--- config.mk ---
export PLATFORM = sky130hd
export DESIGN_NAME = eth_rx_frame_parser_flat
export DESIGN_NICKNAME = d
export VERILOG_FILES = /design/src/rtl/eth_rx_pkg.sv /design/src/rtl/eth_rx_frame_parser_if.sv /design/src/rtl/crc32_d8.sv /design/src/rtl/eth_rx_frame_parser.sv /design/src/flat_wrapper.sv
export SDC_FILE = /design/constraint.sdc
export NUM_CORES = 1
export LEC_CHECK = 0
export BUFFER_PORTS_ARGS = -buffer_cell sky130_fd_sc_hd__buf_2
export CORE_MARGIN = 2
export CORE_UTILIZATION = 45
export CTS_CLUSTER_DIAMETER = 200
export DETAILED_ROUTE_END_ITERATION = 8
export GPL_ROUTABILITY_DRIVEN = 0
export HOLD_SLACK_MARGIN = 0.15
export PLACE_DENSITY = 0.65
export SLEW_MARGIN = 25
export SYNTH_ARGS = -nofsm -noshare
export SYNTH_HDL_FRONTEND = slang
export SYNTH_HIERARCHICAL = 1
export SYNTH_SLANG_ARGS = --single-unit
--- constraint.sdc ---
create_clock -name i_rx_clk -period 3.3 [get_ports i_rx_clk]
set_input_delay 0.99 -clock i_rx_clk [delete_from_list [all_inputs] [get_ports i_rx_clk]]
set_output_delay 0.99 -clock i_rx_clk [all_outputs]
set_load 0.005 [all_outputs]
--- src/rtl/eth_rx_pkg.sv ---
`default_nettype none
// ============================================================================
// Module      : eth_rx_pkg
// Description : Shared types and constants for the GMII receive frame parser.
// Revision    : 1.0 - initial release
// ============================================================================
package eth_rx_pkg;

    typedef enum logic [2:0] {
        ST_IDLE     = 3'd0,
        ST_PREAMBLE = 3'd1,
        ST_DA       = 3'd2,
        ST_SA       = 3'd3,
        ST_TYPE     = 3'd4,
        ST_PAYLOAD  = 3'd5,
        ST_DROP     = 3'd6
    } state_e;

    localparam logic [7:0]  c_PREAMBLE     = 8'h55;
    localparam logic [7:0]  c_SFD          = 8'hD5;

    localparam logic [31:0] c_CRC_POLY     = 32'h04C11DB7;
    localparam logic [31:0] c_CRC_INIT     = 32'hFFFFFFFF;
    // Residue expressed MSB-first; the reflected register is bit-reversed before comparing.
    localparam logic [31:0] c_CRC_RESIDUE  = 32'hC704DD7B;

    localparam int          c_ERR_RUNT     = 0;
    localparam int          c_ERR_GIANT    = 1;
    localparam int          c_ERR_CRC      = 2;
    localparam int          c_ERR_RXER     = 3;

    localparam logic [13:0] c_LEN_SAT      = 14'h3FFF;

    function automatic logic [31:0] bitrev32(input logic [31:0] v);
        logic [31:0] r;
        for (int i = 0; i < 32; i++) begin
            r[i] = v[31-i];
        end
        return r;
    endfunction

endpackage
`default_nettype wire

--- src/rtl/eth_rx_frame_parser_if.sv ---
`default_nettype none
// ============================================================================
// Module      : eth_rx_frame_parser_if
// Description : GMII receive inputs and parsed-frame result bundle.
// Revision    : 1.0 - initial release
// ============================================================================
interface eth_rx_frame_parser_if #(
    parameter int pHASH_W = 14
);
    logic               i_rx_dv;
    logic               i_rx_er;
    logic [7:0]         i_rx_d;
    logic               i_show_sa;

    logic [2:0]         o_fsm_state;
    logic               o_fsm_state_changed;
    logic               o_rx_dv_d;
    logic               o_rx_er_d;
    logic [7:0]         o_rx_d_d;
    logic [47:0]        o_da;
    logic [47:0]        o_sa;
    logic [15:0]        o_ethertype;
    logic [pHASH_W-1:0] o_sa_hash;
    logic               o_new_sa;
    logic               o_frame_done;
    logic [3:0]         o_frame_err;
    logic [13:0]        o_frame_len;

    modport master (
        output i_rx_dv, i_rx_er, i_rx_d, i_show_sa,
        input  o_fsm_state, o_fsm_state_changed, o_rx_dv_d, o_rx_er_d, o_rx_d_d,
               o_da, o_sa, o_ethertype, o_sa_hash, o_new_sa,
               o_frame_done, o_frame_err, o_frame_len
    );

    modport slave (
        input  i_rx_dv, i_rx_er, i_rx_d, i_show_sa,
        output o_fsm_state, o_fsm_state_changed, o_rx_dv_d, o_rx_er_d, o_rx_d_d,
               o_da, o_sa, o_ethertype, o_sa_hash, o_new_sa,
               o_frame_done, o_frame_err, o_frame_len
    );
endinterface
`default_nettype wire

--- src/rtl/crc32_d8.sv ---
`default_nettype none
// ============================================================================
// Module      : crc32_d8
// Description : Byte-wide combinational CRC-32 (reflected) next-state logic.
// Revision    : 1.0 - initial release
// ============================================================================
module crc32_d8
    import eth_rx_pkg::*;
(
    input  logic [31:0] crc_i,
    input  logic [7:0]  data_i,
    output logic [31:0] crc_o
);
    localparam logic [31:0] c_POLY_REFL = bitrev32(c_CRC_POLY);

    always_comb begin
        crc_o = crc_i ^ {24'd0, data_i};
        for (int i = 0; i < 8; i++) begin
            crc_o = crc_o[0] ? ((crc_o >> 1) ^ c_POLY_REFL) : (crc_o >> 1);
        end
    end
endmodule
`default_nettype wire

--- src/rtl/eth_rx_frame_parser.sv ---
`default_nettype none
// ============================================================================
// Module      : eth_rx_frame_parser
// Description : GMII receive frame parser: header capture, SA hash, FCS/length
//               checks, per-frame status and a fixed-latency GMII copy.
// Revision    : 1.0 - initial release
// ============================================================================
module eth_rx_frame_parser
    import eth_rx_pkg::*;
#(
    parameter int pHASH_W    = 14,
    parameter int pDELAY     = 4,
    parameter int pMIN_LEN   = 64,
    parameter int pMAX_LEN   = 1518,
    parameter int pCHECK_FCS = 1
) (
    input  logic                   i_rx_clk,
    input  logic                   i_rst,
    eth_rx_frame_parser_if.slave   bus
);
    localparam int          c_NSLICE  = (48 + pHASH_W - 1) / pHASH_W;
    localparam int          c_PAD_W   = c_NSLICE * pHASH_W;
    localparam logic [13:0] c_MIN_LEN = 14'(pMIN_LEN);
    localparam logic [13:0] c_MAX_LEN = 14'(pMAX_LEN);

    state_e               state_q, state_d;
    logic                 changed_q;
    logic [13:0]          len_q;
    logic [31:0]          crc_q;
    logic                 rxer_q;
    logic [47:0]          da_q, sa_q;
    logic [15:0]          type_q;
    logic [pHASH_W-1:0]   hash_q;
    logic                 new_sa_q;
    logic                 frame_done_q;
    logic [3:0]           frame_err_q;
    logic [13:0]          frame_len_q;
    logic [9:0]           dly_q [pDELAY];

    logic                 w_body;
    logic                 w_sfd;
    logic [31:0]          w_crc_next;
    logic [47:0]          w_sa_next;
    logic [c_PAD_W-1:0]   w_sa_pad;
    logic [pHASH_W-1:0]   w_hash;
    logic [3:0]           w_err;

    crc32_d8 u_crc (
        .crc_i  (crc_q),
        .data_i (bus.i_rx_d),
        .crc_o  (w_crc_next)
    );

    assign w_body = (state_q == ST_DA) || (state_q == ST_SA) ||
                    (state_q == ST_TYPE) || (state_q == ST_PAYLOAD);
    assign w_sfd  = (state_q == ST_PREAMBLE) && bus.i_rx_dv && (bus.i_rx_d == c_SFD);
    assign w_sa_next = {sa_q[39:0], bus.i_rx_d};

    always_comb begin
        w_sa_pad = c_PAD_W'(w_sa_next);
        w_hash   = '0;
        for (int s = 0; s < c_NSLICE; s++) begin
            w_hash = w_hash ^ w_sa_pad[s*pHASH_W +: pHASH_W];
        end
    end

    always_comb begin
        w_err              = 4'b0000;
        w_err[c_ERR_RXER]  = rxer_q | bus.i_rx_er;
        w_err[c_ERR_CRC]   = (pCHECK_FCS != 0) && (bitrev32(crc_q) != c_CRC_RESIDUE);
        w_err[c_ERR_GIANT] = len_q > c_MAX_LEN;
        w_err[c_ERR_RUNT]  = (len_q < c_MIN_LEN) || (len_q < 14'd14);
    end

    always_comb begin
        state_d = state_q;
        case (state_q)
            ST_IDLE: begin
                if (bus.i_rx_dv) begin
                    state_d = (bus.i_rx_d == c_PREAMBLE) ? ST_PREAMBLE : ST_DROP;
                end
            end
            ST_PREAMBLE: begin
                if (!bus.i_rx_dv)                  state_d = ST_IDLE;
                else if (bus.i_rx_d == c_SFD)      state_d = ST_DA;
                else if (bus.i_rx_d != c_PREAMBLE) state_d = ST_DROP;
            end
            ST_DA: begin
                if (!bus.i_rx_dv)         state_d = ST_IDLE;
                else if (len_q == 14'd5)  state_d = ST_SA;
            end
            ST_SA: begin
                if (!bus.i_rx_dv)         state_d = ST_IDLE;
                else if (len_q == 14'd11) state_d = ST_TYPE;
            end
            ST_TYPE: begin
                if (!bus.i_rx_dv)         state_d = ST_IDLE;
                else if (len_q == 14'd13) state_d = ST_PAYLOAD;
            end
            ST_PAYLOAD, ST_DROP: begin
                if (!bus.i_rx_dv)         state_d = ST_IDLE;
            end
            default:                      state_d = ST_IDLE;
        endcase
    end

    always_ff @(posedge i_rx_clk) begin
        if (i_rst) begin
            state_q   <= ST_IDLE;
            changed_q <= 1'b0;
        end else begin
            state_q   <= state_d;
            changed_q <= (state_d != state_q);
        end
    end

    always_ff @(posedge i_rx_clk) begin
        if (i_rst) begin
            len_q        <= '0;
            crc_q        <= c_CRC_INIT;
            rxer_q       <= 1'b0;
            da_q         <= '0;
            sa_q         <= '0;
            type_q       <= '0;
            hash_q       <= '0;
            new_sa_q     <= 1'b0;
            frame_done_q <= 1'b0;
            frame_err_q  <= '0;
            frame_len_q  <= '0;
        end else begin
            new_sa_q     <= 1'b0;
            frame_done_q <= 1'b0;
            if (w_sfd) begin
                len_q       <= '0;
                crc_q       <= c_CRC_INIT;
                rxer_q      <= 1'b0;
                frame_err_q <= '0;
                frame_len_q <= '0;
            end else if (w_body) begin
                if (bus.i_rx_er) begin
                    rxer_q <= 1'b1;
                end
                if (bus.i_rx_dv) begin
                    crc_q <= w_crc_next;
                    if (len_q != c_LEN_SAT) begin
                        len_q <= len_q + 14'd1;
                    end
                    case (state_q)
                        ST_DA:   da_q   <= {da_q[39:0], bus.i_rx_d};
                        ST_SA: begin
                            sa_q <= w_sa_next;
                            if (len_q == 14'd11) begin
                                hash_q   <= w_hash;
                                new_sa_q <= bus.i_show_sa;
                            end
                        end
                        ST_TYPE: type_q <= {type_q[7:0], bus.i_rx_d};
                        default: ;
                    endcase
                end else begin
                    frame_done_q <= 1'b1;
                    frame_err_q  <= w_err;
                    frame_len_q  <= len_q;
                end
            end
        end
    end

    // Raw GMII copy, independent of parser state.
    always_ff @(posedge i_rx_clk) begin
        if (i_rst) begin
            for (int i = 0; i < pDELAY; i++) begin
                dly_q[i] <= '0;
            end
        end else begin
            dly_q[0] <= {bus.i_rx_dv, bus.i_rx_er, bus.i_rx_d};
            for (int i = 1; i < pDELAY; i++) begin
                dly_q[i] <= dly_q[i-1];
            end
        end
    end

    assign bus.o_fsm_state         = state_q;
    assign bus.o_fsm_state_changed = changed_q;
    assign bus.o_rx_dv_d           = dly_q[pDELAY-1][9];
    assign bus.o_rx_er_d           = dly_q[pDELAY-1][8];
    assign bus.o_rx_d_d            = dly_q[pDELAY-1][7:0];
    assign bus.o_da                = da_q;
    assign bus.o_sa                = sa_q;
    assign bus.o_ethertype         = type_q;
    assign bus.o_sa_hash           = hash_q;
    assign bus.o_new_sa            = new_sa_q;
    assign bus.o_frame_done        = frame_done_q;
    assign bus.o_frame_err         = frame_err_q;
    assign bus.o_frame_len         = frame_len_q;

endmodule
`default_nettype wire

--- src/flat_wrapper.sv ---
// flat-port wrapper written by rule: the top's interface ports become plain ports
module eth_rx_frame_parser_flat import eth_rx_pkg::*;
#(
    parameter int pHASH_W    = 14,
    parameter int pDELAY     = 4,
    parameter int pMIN_LEN   = 64,
    parameter int pMAX_LEN   = 1518,
    parameter int pCHECK_FCS = 1
)
  (i_rx_clk, i_rst, bus_i_rx_dv, bus_i_rx_er, bus_i_rx_d, bus_i_show_sa, bus_o_fsm_state, bus_o_fsm_state_changed, bus_o_rx_dv_d, bus_o_rx_er_d, bus_o_rx_d_d, bus_o_da, bus_o_sa, bus_o_ethertype, bus_o_sa_hash, bus_o_new_sa, bus_o_frame_done, bus_o_frame_err, bus_o_frame_len);
  eth_rx_frame_parser_if #(.pHASH_W(pHASH_W)) bus_i ();
  input  logic i_rx_clk;
  input  logic i_rst;
  input wire logic [$bits(bus_i.i_rx_dv)-1:0] bus_i_rx_dv;
  input wire logic [$bits(bus_i.i_rx_er)-1:0] bus_i_rx_er;
  input wire logic [$bits(bus_i.i_rx_d)-1:0] bus_i_rx_d;
  input wire logic [$bits(bus_i.i_show_sa)-1:0] bus_i_show_sa;
  output wire logic [$bits(bus_i.o_fsm_state)-1:0] bus_o_fsm_state;
  output wire logic [$bits(bus_i.o_fsm_state_changed)-1:0] bus_o_fsm_state_changed;
  output wire logic [$bits(bus_i.o_rx_dv_d)-1:0] bus_o_rx_dv_d;
  output wire logic [$bits(bus_i.o_rx_er_d)-1:0] bus_o_rx_er_d;
  output wire logic [$bits(bus_i.o_rx_d_d)-1:0] bus_o_rx_d_d;
  output wire logic [$bits(bus_i.o_da)-1:0] bus_o_da;
  output wire logic [$bits(bus_i.o_sa)-1:0] bus_o_sa;
  output wire logic [$bits(bus_i.o_ethertype)-1:0] bus_o_ethertype;
  output wire logic [$bits(bus_i.o_sa_hash)-1:0] bus_o_sa_hash;
  output wire logic [$bits(bus_i.o_new_sa)-1:0] bus_o_new_sa;
  output wire logic [$bits(bus_i.o_frame_done)-1:0] bus_o_frame_done;
  output wire logic [$bits(bus_i.o_frame_err)-1:0] bus_o_frame_err;
  output wire logic [$bits(bus_i.o_frame_len)-1:0] bus_o_frame_len;
  assign bus_i.i_rx_dv = bus_i_rx_dv;
  assign bus_i.i_rx_er = bus_i_rx_er;
  assign bus_i.i_rx_d = bus_i_rx_d;
  assign bus_i.i_show_sa = bus_i_show_sa;
  assign bus_o_fsm_state = bus_i.o_fsm_state;
  assign bus_o_fsm_state_changed = bus_i.o_fsm_state_changed;
  assign bus_o_rx_dv_d = bus_i.o_rx_dv_d;
  assign bus_o_rx_er_d = bus_i.o_rx_er_d;
  assign bus_o_rx_d_d = bus_i.o_rx_d_d;
  assign bus_o_da = bus_i.o_da;
  assign bus_o_sa = bus_i.o_sa;
  assign bus_o_ethertype = bus_i.o_ethertype;
  assign bus_o_sa_hash = bus_i.o_sa_hash;
  assign bus_o_new_sa = bus_i.o_new_sa;
  assign bus_o_frame_done = bus_i.o_frame_done;
  assign bus_o_frame_err = bus_i.o_frame_err;
  assign bus_o_frame_len = bus_i.o_frame_len;
  eth_rx_frame_parser #(.pHASH_W(pHASH_W), .pDELAY(pDELAY), .pMIN_LEN(pMIN_LEN), .pMAX_LEN(pMAX_LEN), .pCHECK_FCS(pCHECK_FCS)) u_core (.i_rx_clk(i_rx_clk), .i_rst(i_rst), .bus(bus_i));
endmodule
==> reports/qor.tcl, run 1 <==
set qor(critical_path_peak_fanout) 14
set qor(synth_edf_count) 0
set qor(cts.path.max_buffers) 3
set qor(cts_made_buffers) 25
set qor(insertedDiodeCount) 0
set qor(fp.dieArea_sq_um) 22600
set qor(total_negative_setup_slack_ns) 0
set qor(data_arrival_time_of_the_critical_path_ns) 1.34
set qor(drt_pre_antenna_iters) 4
set qor(grt_max_degree) 166
set qor(ctsHoldBuffers) 0
set qor(worst_slew_pin_slew_ns) 0.732
set qor(max_cap_violations) 0
set qor(report.final.hold_viol_count) 0
set qor(layout_common_cells) {sky130_fd_sc_hd__nand2_1, sky130_fd_sc_hd__dfxtp_1, sky130_fd_sc_hd__buf_2}
set qor(hold_path_class) {reg2reg}
set qor(synth_async_sr_flop_share) 0
set qor(finalCritPeriodShare) 0.706
set qor(setup_viol_count_final) 0
set qor(die_h_um) 150
set qor(outcome) {finished clean}
set qor(cts_resized) 0
set qor(vdd_drop_max_mv) 0.322
set qor(timing_max_transition_violations_final) 0
set qor(power.share.clock) 0.404
set qor(path_class) {reg2out}
set qor(layout.core_utilization) 0.545
set qor(synth_area_sq_um) 9640
set qor(std_cell_rows) 53
set qor(avgRoutedWirePerCell_um) 15.0
set qor(crit_buf_inv) 1
set qor(crit_chain) {buf_2}
set qor(power_dens_cells_nw_per_um2) 569
set qor(layout_commonest_cell) {sky130_fd_sc_hd__nand2_1}
set qor(yosys_warnings) 6
set qor(die_outline_width_um) 150
set qor(area_growth_syn_to_layout_pct) 18.9
set qor(initial_antenna_violation_count) 0
set qor(global_route_wire_length_before_repair_um) 36400
set qor(clock_tree_from_tritoncts) {done}
set qor(gr-usage-all-layers) 0.198
set qor(yosysUniqueCellTypes) 63
set qor(maxClockFrequency_ghz) 0.429
set qor(critical_path_required_ns) 2.31
set qor(worst_setup_hold_path_clk_slew_ns) 0.06
set qor(slew_headroom) 0.512
set qor(cellLeakagePower_uw) 0.00469
set qor(timing.critical_path.from_type) {register}
set qor(initial_standard_cell_utilization_of_the_core) 0.458
set qor(worst_setup_path_end_kind) {primary output}
set qor(first_global_vias) 6866
set qor(buffer_ports.inserted) 172
set qor(detail_route.iter0.violations) 544
set qor(synth_nets) 1133
set qor(floorplan.io_pins) 173
set qor(critical-path-max-stage-delay_ns) 0.59
set qor(cts-htree-levels) 1
set qor(p_sw_uw) 1640
set qor(cts.root.buffer_cell) {sky130_fd_sc_hd__clkbuf_16}
set qor(internal-power_uw) 4870
set qor(globalRouteOverflowTotal) 0
set qor(detail_route.drc_violations) 0
set qor(worstSkewPairLatency_ns) 0.53
set qor(average_instance_area_after_synthesis_sq_um) 8.63
set qor(post_route_cells_drive_above_1_share) 0.200
set qor(comb_power_share) 0.134
set qor(fin_skew_ns) 0.0184
set qor(synthesis.instances) 1117
set qor(antenna_left) 0
set qor(ys_dominant_reg_cell) {sky130_fd_sc_hd__dfxtp_1}
set qor(pwr-share-seq) 0.462
set qor(num-fill-cells) 1962
set qor(ys_ff_latch) 237
set qor(vias_per_cell) 5.02
set qor(coreArea_sq_um) 21000
set qor(finalCriticalPeriod_ns) 2.33
set qor(crit_path_top_delay_cell) {sky130_fd_sc_hd__dfxtp_1}
set qor(drt-total-wl_um) 23200
set qor(vias) 7768
set qor(nNetsFinal) 1275
set qor(power_switching_share) 0.252
set qor(synth_sequential_area_ratio) 0.492
set qor(cts_num_sinks) 237
set qor(timing.critical_path.max_delay_family) {flip-flops}
set qor(hpwlAfterDp_um) 15600
set qor(post-cts-setup-buffer-count) 0
set qor(setup_repair_after_global_routing_missed_its_margin) {false}
## cell usage after synthesis, types with 4 or more instances
| cell | n | area share |
|---|---|---|
| sky130_fd_sc_hd__a21oi_1 | 142 | 0.074 |
| sky130_fd_sc_hd__xnor2_2 | 4 | 0.0068 |
| sky130_fd_sc_hd__nor2b_1 | 45 | 0.029 |
| sky130_fd_sc_hd__nand2b_1 | 6 | 0.0039 |
| sky130_fd_sc_hd__and3_1 | 4 | 0.0026 |
| sky130_fd_sc_hd__o21ai_0 | 8 | 0.0042 |
| sky130_fd_sc_hd__xnor2_4 | 5 | 0.014 |
| sky130_fd_sc_hd__or3_1 | 4 | 0.0026 |
| sky130_fd_sc_hd__nand4_1 | 7 | 0.0045 |
| sky130_fd_sc_hd__nor3_1 | 13 | 0.0068 |
| sky130_fd_sc_hd__inv_1 | 8 | 0.0031 |
| sky130_fd_sc_hd__buf_1 | 5 | 0.0019 |
| sky130_fd_sc_hd__dfxtp_1 | 237 | 0.49 |
| sky130_fd_sc_hd__nand2_1 | 327 | 0.13 |
| sky130_fd_sc_hd__clkbuf_1 | 59 | 0.023 |
| sky130_fd_sc_hd__nand3_1 | 39 | 0.020 |
| sky130_fd_sc_hd__xor2_4 | 5 | 0.014 |
| sky130_fd_sc_hd__mux2i_1 | 9 | 0.0093 |
| sky130_fd_sc_hd__xor2_1 | 18 | 0.016 |
| sky130_fd_sc_hd__a211oi_1 | 5 | 0.0039 |
| sky130_fd_sc_hd__xnor2_1 | 76 | 0.069 |
| sky130_fd_sc_hd__nor2_1 | 34 | 0.013 |
| sky130_fd_sc_hd__nand4b_1 | 4 | 0.0036 |
## worst register-to-register path, cell delays in order (launching register included)
cell and delay, ns:
sky130_fd_sc_hd__dfxtp_1 0.50, sky130_fd_sc_hd__nor2b_1 0.40, sky130_fd_sc_hd__and3_2 0.33, sky130_fd_sc_hd__buf_4 0.50, sky130_fd_sc_hd__a21oi_1 0.17, sky130_fd_sc_hd__nor3_1 0.18
## per-stage QoR
stage          hold WS [ns]  cell area, sq um  power, uW  cells  setup slack (ns)
2_1_floorplan         0.414              9640       3750   1117             0.880
3_3_place_gp          0.417             10700       3940   1507             0.653
3_5_place_dp          0.420             10700       3930   1507             0.573
4_1_cts               0.434             11500       6580   1547             0.952
5_1_grt               0.454             11500       6790   1547             0.891
6_report              0.431             11500       6510   1547             0.969
## worst paths after layout
kind / from / end / slack [ns] / cells after the start
worst max-delay path: u_core/bus.o_fsm_state[0] / bus_o_fsm_state[0] / 0.97 / 1
worst min-delay path: u_core/dly_q[2][1] / u_core/dly_q[3][1] / 0.43 / 1
worst max register to register: u_core/bus.o_fsm_state[1] / u_core/bus.o_sa_hash[5] / 1.17 / 5
worst min register to register: u_core/dly_q[2][1] / u_core/dly_q[3][1] / 0.43 / 1
## state kept, by name, summed over array words and instances, names as in the netlist, 3 cells and up
register,count
u_core/bus.o_da,48
u_core/bus.o_sa,48
u_core/dly_q,40
u_core/crc_q,32
u_core/bus.o_ethertype,16
u_core/bus.o_frame_len,14
u_core/bus.o_sa_hash,14
u_core/len_q,14
u_core/bus.o_frame_err,4
u_core/bus.o_fsm_state,3
## power groups by stage
stage,clock network (uW),logic (uW),registers [uW]
after CTS,2700,870,3010
after global placement,0,865,3070
after global routing,2820,952,3020
after floorplan,0,700,3050
after detailed placement,0,864,3070
final,2630,870,3010
## layer usage
layer | global-route usage | wire length, um | part of all wire
met5 | 0 | 0 | 0
met4 | 0.0547 | 490 | 0.021
met3 | 0.0309 | 1400 | 0.060
met2 | 0.314 | 10800 | 0.47
met1 | 0.280 | 10400 | 0.45
## logic make-up after synthesis
logic type               after synthesis  share of synthesized area
buffers and inverters                 80                     0.0347
XOR/XNOR                             112                      0.129
multiplexers                          10                     0.0105
flip-flops                           237                      0.492
adder cells (fa/ha/maj)                3                    0.00390
AND/OR/NAND/NOR                      505                      0.234
AO/OA/AOI/OAI                        170                     0.0961
## final cells by class
class                   instances  area (sq um)  area share
inverters                       8          30.0     0.00262
clock inverters                 4          35.0     0.00306
well taps                     275           344      0.0300
flip-flops and latches        237          4740       0.414
clock buffers                  36           737      0.0643
repair buffers                187           992      0.0866
multi-input cells             800          4570       0.399
Note: power is estimated with default switching activity, not from simulation.
==> run 2: changes to the inputs <==
- clock period: 3.3 -> 2.3 ns (I/O delays scaled with it)
==> run 2 against run 1 <==
Register-to-register slack lost 0.86 ns. Routed wire length grew 1.6%. Setup slack lost 0.70 ns. Combinational power grew 57%. Sequential power grew 43%. Via count grew 1.4%. Die area is the same. Clock-buffer cell count shrank 2. Critical path type unchanged. Critical endpoint unchanged. Largest cell class unchanged.
==> reports/qor.tcl, run 2 (synthesis results as in run 1) <==
set qor(reg2reg_setup_slack_ns) 0.31 ;# was 1.17 ns
set qor(data_arrival_time_of_the_critical_path_ns) 1.34 ;# about the same
set qor(cellLeakagePower_uw) 0.00494 ;# was 0.00469 uW
set qor(worst_setup_hold_path_clk_slew_ns) 0.06 ;# about the same
set qor(vdd_drop_max_mv) 0.632 ;# was 0.322 mV
set qor(post-cts-setup-buffer-count) 0 ;# unchanged
set qor(power_dens_cells_nw_per_um2) 825 ;# was 569 nW/um^2
set qor(slew_headroom) 0.612 ;# was 0.512
set qor(initial_antenna_violation_count) 0 ;# unchanged
set qor(detail_route.drc_violations) 0 ;# unchanged
set qor(critical-path-max-stage-delay_ns) 0.59 ;# about the same
set qor(antenna_left) 0 ;# unchanged
set qor(finalCriticalPeriod_ns) 2.03
set qor(post_route_cells_drive_above_1_share) 0.229 ;# was 0.200
set qor(cts_resized) 0 ;# unchanged
set qor(crit_chain) {buf_2} ;# unchanged
set qor(worst_slew_pin_slew_ns) 0.574 ;# was 0.732 ns
set qor(layout_common_cells) {sky130_fd_sc_hd__nand2_1, sky130_fd_sc_hd__dfxtp_1, sky130_fd_sc_hd__buf_2} ;# unchanged
set qor(setup_repair_after_global_routing_missed_its_margin) {false} ;# unchanged
set qor(coreArea_sq_um) 21000 ;# unchanged
set qor(cts.root.buffer_cell) {sky130_fd_sc_hd__clkbuf_16} ;# unchanged
set qor(drt_pre_antenna_iters) 5 ;# was 4
set qor(fp.dieArea_sq_um) 22600 ;# unchanged
set qor(critical_path_required_ns) 1.61 ;# was 2.31 ns
set qor(gr-usage-all-layers) 0.203 ;# was 0.198
set qor(fin_skew_ns) 0.00951 ;# was 0.0184 ns
set qor(rr_worst_depth) 5 ;# unchanged
set qor(setup_viol_count_final) 0 ;# unchanged
set qor(endpoint) {bus_o_fsm_state[0]} ;# unchanged
set qor(std_cell_rows) 53 ;# unchanged
set qor(timing.critical_path.max_delay_family) {flip-flops} ;# unchanged
set qor(die_outline_width_um) 150 ;# unchanged
set qor(report.final.hold_viol_count) 0 ;# unchanged
set qor(worstSetupPathDepth) 1 ;# unchanged
set qor(cts.path.max_buffers) 3 ;# unchanged
set qor(crit_path_top_delay_cell) {sky130_fd_sc_hd__dfxtp_1} ;# unchanged
set qor(critical_path_peak_fanout) 14 ;# unchanged
set qor(hpwlAfterDp_um) 16000 ;# was 15600 um
set qor(worst_setup_path_end_kind) {primary output} ;# unchanged
set qor(detail_route.iter0.violations) 483 ;# was 544
set qor(initial_standard_cell_utilization_of_the_core) 0.458 ;# unchanged
set qor(dp_worst_setup_slack_ns) -0.00537 ;# was 0.573 ns
set qor(fin_cells) 1592 ;# was 1547
set qor(clock_tree_from_tritoncts) {done} ;# unchanged
set qor(path_class) {reg2out} ;# unchanged
set qor(drt-total-wl_um) 23500 ;# was 23200 um
set qor(floorplan.io_pins) 173 ;# unchanged
set qor(nNetsFinal) 1314 ;# was 1275
set qor(vias_per_cell) 4.95 ;# was 5.02
set qor(globalRouteOverflowTotal) 0 ;# unchanged
set qor(timing_max_transition_violations_final) 0 ;# unchanged
set qor(avgRoutedWirePerCell_um) 14.8 ;# was 15.0 um
set qor(layout_commonest_cell) {sky130_fd_sc_hd__nand2_1} ;# unchanged
set qor(grt_max_degree) 95 ;# was 166
set qor(layout.core_utilization) 0.566 ;# was 0.545
set qor(crit_start) {u_core/bus.o_fsm_state[0]} ;# unchanged
set qor(power.total_uw) 9830 ;# was 6510 uW
set qor(buffer_ports.inserted) 172 ;# unchanged
set qor(die_h_um) 150 ;# unchanged
set qor(cts_num_sinks) 237 ;# unchanged
set qor(outcome) {finished clean} ;# unchanged
set qor(worstSkewPairLatency_ns) 0.53 ;# about the same
set qor(worst_slack_ns) 0.265 ;# was 0.969 ns
set qor(crit_buf_inv) 1 ;# unchanged
set qor(vias) 7878 ;# was 7768
set qor(maxClockFrequency_ghz) 0.492
set qor(ctsHoldBuffers) 0 ;# unchanged
set qor(rr_endpoint) {u_core/bus.o_fsm_state_changed} ;# was u_core/bus.o_sa_hash[5]
set qor(area_growth_syn_to_layout_pct) 23.5 ;# was 18.9%
set qor(max_cap_violations) 0 ;# unchanged
set qor(hold_path_class) {reg2reg} ;# unchanged
set qor(place.detailed.instances) 1546 ;# was 1507
set qor(finalCritPeriodShare) 0.885
set qor(timing.critical_path.from_type) {register} ;# unchanged
set qor(cts_made_buffers) 25 ;# unchanged
set qor(timing.rr.start) {u_core/len_q[4]} ;# was u_core/bus.o_fsm_state[1]
set qor(first_global_vias) 7132 ;# was 6866
set qor(global_route_wire_length_before_repair_um) 37300 ;# was 36400 um
set qor(fin_hold_ws_ns) 0.434 ;# was 0.431 ns
set qor(cts-htree-levels) 1 ;# unchanged
set qor(insertedDiodeCount) 0 ;# unchanged
==> run 2: cell type report <==
class                   instances  area (sq um)
fillers                      1930          9110
flip-flops and latches        237          4740
multi-input cells             800          4570
repair buffers                226          1350
clock buffers                  34           729
well taps                     275           344
clock inverters                12           138
inverters                       8          30.0
==> run 2: per-stage QoR <==
stage,TNS (ns),instance area (sq um)
2_1_floorplan,0,9640
4_1_cts,0,11900
6_report,0,11900
5_1_grt,0,11900
3_3_place_gp,0,11000
3_5_place_dp,-0.00537,11000
==> run 2: worst min-delay path by stage <==
stage | to | slack [ns] | from | cells after the start
2_1_floorplan | u_core/dly_q[1][0] | 0.41 | u_core/dly_q[0][0] | 1
3_3_place_gp | u_core/dly_q[1][9] | 0.42 | u_core/dly_q[0][9] | 1
3_5_place_dp | u_core/dly_q[1][0] | 0.42 | u_core/dly_q[0][0] | 1
4_1_cts | u_core/dly_q[0][8] | 0.42 | bus_i_rx_er | 2
5_1_grt | u_core/dly_q[0][8] | 0.44 | bus_i_rx_er | 2
6_report | u_core/dly_q[3][1] | 0.43 | u_core/dly_q[2][1] | 1
==> run 2: per-layer routing <==
layer / global-route usage / wire length [um] / up-vias
met3: 0.0324 / 1150 / 32
met5: 0 / 0 / -
li1: - / - / 3999
met4: 0.0486 / 478 / 0
met1: 0.289 / 10900 / 3673
met2: 0.322 / 11000 / 174
==> run 2: power breakdown <==
group / leakage (uW) / internal [uW] / switching (uW)
sequential: 0.00192 / 4210 / 100
combinational: 0.00259 / 674 / 699
clock: 0.000427 / 2470 / 1670
==> run 3: changes to the inputs <==
- clock period: 2.3 -> 2.5 ns (I/O delays scaled with it)
==> run 3 against run 2 <==
Critical path depth unchanged. Sequential share of layout area grew 0.83 points. Die area is the same. Flip-flop and latch count did not move.
==> reports/qor.tcl, run 3 (synthesis results as in run 1) <==
set qor(outcome) {finished clean} ;# unchanged
set qor(cts_resized) 0 ;# unchanged
set qor(data_arrival_time_of_the_critical_path_ns) 1.36 ;# was 1.34 ns
set qor(fp.dieArea_sq_um) 22600 ;# unchanged
set qor(global_route_wire_length_before_repair_um) 36300 ;# was 37300 um
set qor(setup_viol_count_final) 0 ;# unchanged
set qor(timing_max_transition_violations_final) 0 ;# unchanged
set qor(cts_num_sinks) 237 ;# unchanged
set qor(initial_antenna_violation_count) 0 ;# unchanged
set qor(hpwlAfterDp_um) 15700 ;# was 16000 um
set qor(post-cts-setup-buffer-count) 0 ;# unchanged
set qor(cts-htree-levels) 1 ;# unchanged
set qor(critical_path_required_ns) 1.75 ;# was 1.61 ns
set qor(vdd_drop_max_mv) 0.516 ;# was 0.632 mV
set qor(max_cap_violations) 0 ;# unchanged
set qor(report.final.hold_viol_count) 0 ;# unchanged
set qor(vias_per_cell) 4.94 ;# was 4.95
set qor(critical_path_peak_fanout) 14 ;# unchanged
set qor(antenna_left) 0 ;# unchanged
set qor(die_outline_width_um) 150 ;# unchanged
set qor(crit_path_top_delay_cell) {sky130_fd_sc_hd__dfxtp_1} ;# unchanged
set qor(ff_latch_area_sq_um) 4740 ;# unchanged
set qor(floorplan.io_pins) 173 ;# unchanged
set qor(worst_slew_pin_slew_ns) 0.649 ;# was 0.574 ns
set qor(nNetsFinal) 1291 ;# was 1314
set qor(worst_slack_ns) 0.391 ;# was 0.265 ns
set qor(die_h_um) 150 ;# unchanged
set qor(area_growth_syn_to_layout_pct) 21.0 ;# was 23.5%
set qor(power_dens_cells_nw_per_um2) 751 ;# was 825 nW/um^2
set qor(fin_skew_ns) 0.0121 ;# was 0.00951 ns
set qor(std_cell_rows) 53 ;# unchanged
set qor(cellLeakagePower_uw) 0.00481 ;# was 0.00494 uW
set qor(detail_route.iter0.violations) 456 ;# was 483
set qor(insertedDiodeCount) 0 ;# unchanged
set qor(total_negative_setup_slack_ns) 0 ;# unchanged
set qor(initial_standard_cell_utilization_of_the_core) 0.458 ;# unchanged
set qor(post_route_cells_drive_above_1_share) 0.213 ;# was 0.229
set qor(layout_commonest_cell) {sky130_fd_sc_hd__nand2_1} ;# unchanged
set qor(hold_path_class) {reg2reg} ;# unchanged
set qor(grt_max_degree) 118 ;# was 95
set qor(worstSkewPairLatency_ns) 0.53 ;# about the same
set qor(clock_tree_from_tritoncts) {done} ;# unchanged
set qor(first_global_vias) 6903 ;# was 7132
set qor(cts.path.max_buffers) 3 ;# unchanged
set qor(slew_headroom) 0.568 ;# was 0.612
set qor(cts.root.buffer_cell) {sky130_fd_sc_hd__clkbuf_16} ;# unchanged
set qor(vias) 7743 ;# was 7878
set qor(finalCriticalPeriod_ns) 2.11
set qor(globalRouteOverflowTotal) 0 ;# unchanged
set qor(ctsHoldBuffers) 0 ;# unchanged
set qor(num-fill-cells) 1996 ;# was 1930
set qor(critical-path-max-stage-delay_ns) 0.59 ;# about the same
set qor(power.total_uw) 8760 ;# was 9830 uW
set qor(drt_pre_antenna_iters) 5 ;# unchanged
set qor(worst_setup_hold_path_clk_slew_ns) 0.06 ;# about the same
set qor(worst_setup_path_end_kind) {primary output} ;# unchanged
set qor(crit_chain) {buf_2} ;# unchanged
set qor(timing.critical_path.from_type) {register} ;# unchanged
set qor(crit_buf_inv) 1 ;# unchanged
set qor(maxClockFrequency_ghz) 0.474
set qor(detail_route.drc_violations) 0 ;# unchanged
set qor(layout_common_cells) {sky130_fd_sc_hd__nand2_1, sky130_fd_sc_hd__dfxtp_1, sky130_fd_sc_hd__buf_2} ;# unchanged
set qor(coreArea_sq_um) 21000 ;# unchanged
set qor(fin_hold_ws_ns) 0.431 ;# was 0.434 ns
set qor(buffer_ports.inserted) 172 ;# unchanged
set qor(avgRoutedWirePerCell_um) 14.9 ;# was 14.8 um
set qor(multi_input_area_sq_um) 4570 ;# unchanged
set qor(dp_worst_setup_slack_ns) 0.106 ;# was -0.00537 ns
set qor(path_class) {reg2out} ;# unchanged
set qor(timing.critical_path.max_delay_family) {flip-flops} ;# unchanged
set qor(cts_made_buffers) 25 ;# unchanged
set qor(finalCritPeriodShare) 0.843
set qor(drt-total-wl_um) 23400 ;# was 23500 um
set qor(setup_repair_after_global_routing_missed_its_margin) {false} ;# unchanged
set qor(gr-usage-all-layers) 0.199 ;# was 0.203
run 3: final timing paths:
path	from	cells past startpoint	slack, ns	endpoint
min reg2reg	u_core/dly_q[0][2]	1	0.43	u_core/dly_q[1][2]
min	u_core/dly_q[0][2]	1	0.43	u_core/dly_q[1][2]
max reg2reg	u_core/bus.o_fsm_state[2]	5	0.48	u_core/len_q[2]
max	u_core/bus.o_fsm_state[0]	1	0.39	bus_o_fsm_state[0]
run 3: final cells by class:
cell class,count,share of cell area
Sequential cell,237,0.407
Clock buffer,33,0.0605
Multi-Input combinational cell,800,0.392
Inverter,8,0.00257
Timing Repair Buffer,203,0.0997
Clock inverter,12,0.00880
Tap cell,275,0.0295
run 3: power breakdown:
| part | total (uW) | internal, uW | switching, uW |
|---|---|---|---|
| logic | 1190 | 553 | 635 |
| clock network | 3600 | 2100 | 1510 |
| registers | 3970 | 3880 | 92.5 |
| total | 8760 | 6530 | 2230 |
run 3: per-stage QoR:
step / instance area, sq um / instances / utilization
global placement: 10900 / 1523 / 0.516
floorplan: 9640 / 1117 / -
CTS: 11700 / 1568 / 0.555
global route: 11700 / 1568 / 0.555
detailed placement: 10900 / 1523 / 0.516
finish: 11700 / 1568 / 0.555
run 3: per-layer routing:
layer | track usage | share of wire | vias up
met2 | 0.321 | 0.47 | 183
met5 | 0 | 0 | -
met4 | 0.0533 | 0.020 | 0
met3 | 0.0358 | 0.053 | 33
met1 | 0.274 | 0.46 | 3589
li1 | - | - | 3938
